File: src/rtl/ysyx_201979054_icache_refill_pkg.sv
// Shared types and derived sizes for the I-cache refill engine.
// Defaults describe a 512-bit line filled by 64-bit beats.
package ysyx_201979054_icache_refill_pkg;

  typedef enum logic [1:0] {
    IDLE,
    ADDR,
    DATA,
    DONE
  } state_e;

  localparam logic [1:0] RESP_OKAY = 2'b00;

  localparam int DEF_BLOCK_WIDTH = 512;
  localparam int DEF_BEAT_WIDTH  = 64;
  localparam int DEF_ADDR_WIDTH  = 64;

  localparam int BEATS = DEF_BLOCK_WIDTH / DEF_BEAT_WIDTH;
  localparam int OFF_W = $clog2(DEF_BLOCK_WIDTH / 8);

endpackage

File: src/rtl/ysyx_201979054_icache_refill.sv
// I-cache refill engine: one burst read per miss, line assembly,
// single-cycle cache write strobe or access-fault pulse.
module ysyx_201979054_icache_refill
  import ysyx_201979054_icache_refill_pkg::*;
#(
  parameter int BLOCK_WIDTH = DEF_BLOCK_WIDTH,
  parameter int BEAT_WIDTH  = DEF_BEAT_WIDTH,
  parameter int ADDR_WIDTH  = DEF_ADDR_WIDTH
) (
  input  logic                   clk,
  input  logic                   arst,
  input  logic                   i_req,
  input  logic [ADDR_WIDTH-1:0]  i_miss_addr,
  input  logic                   i_invalidate_instr,
  output logic                   o_busy,
  output logic                   o_mem_ar_valid,
  output logic [ADDR_WIDTH-1:0]  o_mem_ar_addr,
  output logic [7:0]             o_mem_ar_len,
  input  logic                   i_mem_ar_ready,
  input  logic                   i_mem_r_valid,
  input  logic [BEAT_WIDTH-1:0]  i_mem_r_data,
  input  logic                   i_mem_r_last,
  input  logic [1:0]             i_mem_r_resp,
  output logic                   o_mem_r_ready,
  output logic                   o_write_en,
  output logic [BLOCK_WIDTH-1:0] o_line,
  output logic                   o_access_fault
);

  localparam int NBEATS = BLOCK_WIDTH / BEAT_WIDTH;
  localparam int OW     = $clog2(BLOCK_WIDTH / 8);
  localparam int KW     = (NBEATS > 1) ? $clog2(NBEATS) : 1;

  localparam logic [ADDR_WIDTH-1:0] LINE_MASK =
    {{(ADDR_WIDTH-OW){1'b1}}, {OW{1'b0}}};

  state_e          state, next;
  logic [KW-1:0]   k;
  logic            err, cancel;
  logic            beat, last_k;

  assign beat   = (state == DATA) && i_mem_r_valid;
  assign last_k = (k == KW'(NBEATS-1));

  always_ff @(posedge clk or posedge arst) begin
    if (arst) state <= IDLE;
    else      state <= next;
  end

  always_comb begin
    next           = state;
    o_busy         = 1'b1;
    o_mem_ar_valid = 1'b0;
    o_mem_r_ready  = 1'b0;
    o_write_en     = 1'b0;
    o_access_fault = 1'b0;
    unique case (state)
      IDLE: begin
        o_busy = 1'b0;
        if (i_req) next = ADDR;
      end
      ADDR: begin
        o_mem_ar_valid = 1'b1;
        if (i_mem_ar_ready) next = DATA;
      end
      DATA: begin
        o_mem_r_ready = 1'b1;
        if (i_mem_r_valid && (last_k || i_mem_r_last)) next = DONE;
      end
      DONE: begin
        // invalidate in this very cycle still kills the write
        o_write_en     = !err && !cancel && !i_invalidate_instr;
        o_access_fault = err;
        next           = IDLE;
      end
      default: next = IDLE;
    endcase
  end

  always_ff @(posedge clk or posedge arst) begin
    if (arst) begin
      o_mem_ar_addr <= '0;
      o_mem_ar_len  <= '0;
      o_line        <= '0;
      k             <= '0;
      err           <= 1'b0;
      cancel        <= 1'b0;
    end else begin
      if (state == IDLE) begin
        if (i_req) begin
          o_mem_ar_addr <= i_miss_addr & LINE_MASK;
          o_mem_ar_len  <= 8'(NBEATS-1);
          k             <= '0;
          err           <= 1'b0;
          cancel        <= 1'b0;
        end
      end else if (i_invalidate_instr) begin
        cancel <= 1'b1;
      end
      if (beat) begin
        for (int i = 0; i < NBEATS; i++) begin
          if (k == KW'(i))
            o_line[i*BEAT_WIDTH +: BEAT_WIDTH] <= i_mem_r_data;
        end
        k <= k + KW'(1);
        // premature or missing r_last is a protocol error
        if (i_mem_r_resp != RESP_OKAY || (last_k != i_mem_r_last))
          err <= 1'b1;
      end
    end
  end

endmodule

File: config.mk
export PLATFORM = sky130hd
export DESIGN_NAME = ysyx_201979054_icache_refill
export DESIGN_NICKNAME = d
export VERILOG_FILES = /design/src/rtl/ysyx_201979054_icache_refill_pkg.sv /design/src/rtl/ysyx_201979054_icache_refill.sv
export SDC_FILE = /design/constraint.sdc
export NUM_CORES = 1
export LEC_CHECK = 0
export CORE_AREA = 2 2 279 281
export CTS_BUF_LIST = sky130_fd_sc_hd__clkbuf_16
export CTS_CLUSTER_SIZE = 12
export DETAILED_ROUTE_END_ITERATION = 7
export DIE_AREA = 0 0 281 283
export DONT_BUFFER_PORTS = 1
export SLEW_MARGIN = 20
export SYNTH_ARGS = -nofsm -noshare
export SYNTH_HDL_FRONTEND = slang
export SYNTH_SLANG_ARGS = --single-unit
File: constraint.sdc
create_clock -name clk -period 34.3 [get_ports clk]
set_clock_uncertainty 0.05 [all_clocks]
set_input_delay 3.43 -clock clk [delete_from_list [all_inputs] [get_ports clk]]
set_output_delay 3.43 -clock clk [all_outputs]
set_load 0.05 [all_outputs]
; ---- After elaboration in Yosys (flattened, before gate mapping)
; Index checks and enable logic that the tools add are counted.
[totals]
wordCells = 75
output_inout_bits = 589
ff_bits = 578
inputBits = 137
[classes]
addsub = 1
mux = 19
eq_ne = 14
reduce_logical = 27
[op_table]
columns = op, count
row1 = $reduce_and A2 Y1, 11
row2 = $eq A3 B3 Y1 const B, 4
row3 = $mux W1, 12
row4 = $mux W3, 3
row5 = $pmux W2 S4, 1
row6 = $reduce_bool A2 Y1, 4
row7 = $eq A3 B2 Y1 const B, 2
row8 = $mux W2, 3
row9 = $eq A2 B2 Y1 const B, 2
row10 = $logic_and A1 B1 Y1, 4
row11 = $ne A2 B2 Y1 const B, 2
row12 = $add A3 B1 Y3 const B, 1
row13 = $eq A3 B1 Y1 const B, 1
row14 = $logic_not A1 Y1, 3
row15 = $logic_not A3 Y1, 1
row16 = $reduce_and A3 Y1, 1
row17 = $eq A2 B1 Y1 const B, 1
row18 = $logic_not A2 Y1, 1
row19 = $logic_or A1 B1 Y1, 2
row20 = $ne A2 B1 Y1 const B, 1
row21 = $ne A1 B1 Y1, 1

; ---- Longest topological paths before layout
[logic_depth]
ltp_word = 5
ltp_mapped = 8
ltp_nobuf = 7

; ---- Least setup slack after synthesis
; No wires, ideal clock.
[synth_path]
path_kind = input to output
from = input port i_invalidate_instr
to = output port o_write_en
stages = 1
required_time_ps = 30820
setup_slack_ps = 25733
t_arrival_ps = 5087
path_cell_list = nor4b_1
[synth_via]
elab_chain_cells = 3
[synth_lines]
columns = element, line_no
row1 = start: declaration, ysyx_201979054_icache_refill.sv:14  ; input logic i_invalidate_instr,
row2 = $logic_not A1 Y1, ysyx_201979054_icache_refill.sv:72  ; o_write_en = !err && !cancel && !i_invalidate_instr;
row3 = $logic_and A1 B1 Y1, ysyx_201979054_icache_refill.sv:72
row4 = $mux W1, ysyx_201979054_icache_refill.sv:57  ; unique case (state)
row5 = end: declaration, ysyx_201979054_icache_refill.sv:25  ; output logic o_write_en,
; Every way passes these cells.

; ---- Worst setup path after layout
; Ends and elaborated chain as after synthesis.

==> flow_summary.toml <==
[run_status]
outcome = "completed"

[sta]
finalHoldViolations = 0
setup_viol = 0
rsz0062_at_grt = "false"
worst_slew_pin_slew_ns = 1.01
fmax_mhz = 135
min_period_ns = 7.40
fin_tns_setup_ns = 0
period_share_pct = 21.6
drv_slew = 0
relSlewSlack_pct = 32.9

[floorplan]
die_h_um = 283
start_util_pct = 28.5
coreArea_mm2 = 0.0767
die_w_um = 281
dieArea_mm2 = 0.0795
ios = 726
std_cell_rows = 102

[logic_synthesis]
synth_top_area_share_pct = 66.1
synthAdderAreaFrac_pct = 0.686
ys_seq_area_share_pct = 66.1
netlist_instances = 1275
synthTopCellsByArea = "dfrtp_1 66%, mux2_2 28%, buf_6 1.2%"
synthMuxAreaShare_pct = 29.4
synth_area_mm2 = 0.0219
synth-seq-cells = 578
yosys.area_share.simple_pct = 0.898
yosysTopAreaCell = "dfrtp_1"
yosys.cell_types.count = 27
synth_top_family_by_area = "multiplexers"
synthXorXnorAreaFrac_pct = 0
syn_area_per_cell_um2 = 17.2
yosysWarnings = 0
synth-compound-area-share_pct = 0.229

[cts]
cts-resized-gates = 0
post_cts_buffers = 0
cts_buffers = 59
ctsLongestPathBuffers = 3
cts.sinks = 578
cts_tree = "yes"
clock_tree.root_cell = "clkbuf_16"
clk-insertion-delay-late_ns = 0.60
htreeDepth = 2
cts.reportedPaths.clkPinSlew_ns = 0.06
hold_buffers = 0

[critical_path]
critPathKind = "input port to output pin"
required_ns = 30.82
crit_fanout = 2
end_kind = "output pin"
cp_num_cells = 2
cp_top_family = "simple AND/OR/NAND/NOR gates"
crit_chain = "nor4b_2 > buf_4"
cp_slowest_cell = "nor4b_2"
cp-start-kind = "input port"
critPathMaxStageDelay_ns = 0.25
path_buf_inv = 1
arrival_ns = 3.92
reg2reg_depth = 6

[route]
wirelength_um = 57400
drt_first_pass_iters = 4
post_drt_wl_per_cell_um = 24.2
viasPerCell = 4.68
route.detailed.drc = 0
num_vias = 11100
dr.first_iter.drc_count = 377
ant_nets = 0

[hold_path]
min_path_cells = 1
hp-class = "register to register"

[finish]
stdcell_count = 2373
n_fill_cell = 7500
n_antenna_cell = 0
drive_gt1_share_pct = 48.9
layout.nets = 1443
syn2layout_area_growth_pct = 12.3

[grt]
antenna_found_initial = 3
grtUsageTotal_pct = 14.0
grt_overflow = 0
grt_max_degree = 97
grt_pass1_vias = 12100
grt_pass1_wl_um = 83800

[place]
dp.cells = 2273
gp_congestion = 0.812
dp_hpwl_um = 39900
port_buffers = 0

[flow_run]
cap_violations = 0
## synth_stat cells (all sizes together)
cell	n
a222oi	1
clkbuf	3
a2bb2oi	1
o2bb2ai	1
o21ai	3
nand3	7
ha	12
nand2b	2
conb	1
buf	67
nor4b	1
a22oi	1
nor3	1
dfrtp	578
mux2	571
nand2	7
nor2	2
nand4	2
inv	11
and2	2
nor2b	1
## per-layer routing
metal	track usage [%]	routed length (µm)	up-vias	share of wire (%)
met2	24.9	29500	505	51
met1	15.1	20600	5983	36
li1	-	-	4516	-
met4	4.63	1680	0	2.9
met3	5.17	5620	98	9.8
met5	0	0	-	0
## registers in the layout, indices dropped and copies added (netlist names)
name	flops
o_mem_ar_addr	58
err	1
o_mem_ar_len	1
k	3
o_line	512
cancel	1
state	2
## layout make-up
type / instances / area [µm²] / share of cell area (%)
flip-flops and latches: 578 / 14500 / 58.9
multi-input cells: 626 / 6900 / 28.1
clock buffers: 59 / 1480 / 6.01
well taps: 1040 / 1300 / 5.30
clock inverters: 41 / 236 / 0.962
repair buffers: 18 / 139 / 0.565
inverters: 11 / 48.8 / 0.199
## final timing paths
path,end,slack [ns],from
worst min register to register,cancel,0.49,cancel
worst max-delay path,o_write_en,26.90,i_invalidate_instr
min in group asynchronous,o_line[92],2.74,arst
worst max register to register,o_line[419],30.64,state[0]
max in group asynchronous,o_line[132],28.52,arst
worst min-delay path,cancel,0.49,cancel
## cells in the final DEF (no fill, tap or decap), drive strengths merged
cell type  instances
a222oi             1
a2bb2oi            1
o2bb2ai            1
dfrtp            578
mux2             571
ha                12
clkinv            14
buf               18
clkbuf            59
bufinv             2
nor2               2
nor2b              1
inv               36
o21ai              3
nor4b              1
nand2              7
a22oi              1
and2               2
conb              11
nor3               1
nand2b             2
nand3              7
nand4              2
## stage by stage
step / instance area [µm²] / hold slack (ns) / utilization, % / worst slack, ns
2_1_floorplan: 21900 / 0.415 / - / 14.65
3_3_place_gp: 22900 / 0.465 / 29.8 / 26.89
3_5_place_dp: 22900 / 0.471 / 29.8 / 26.90
4_1_cts: 24600 / 0.487 / 32.0 / 26.89
5_1_grt: 24600 / 0.509 / 32.0 / 26.88
6_report: 24600 / 0.488 / 32.0 / 26.90
## cell families (layout without fill, tap and decap cells)
family	count (synthesis)	after routing
and+or+nand+nor	25	25
other	1	11
AOI/OAI and AO/OA	7	7
muxes	571	571
buffers and inverters	81	129
DFF	578	578
adders and majority gates	12	12
Power is left out: the tool's default activity adds up to more than one toggle a clock period on the data nets, which glitch-free logic cannot reach.
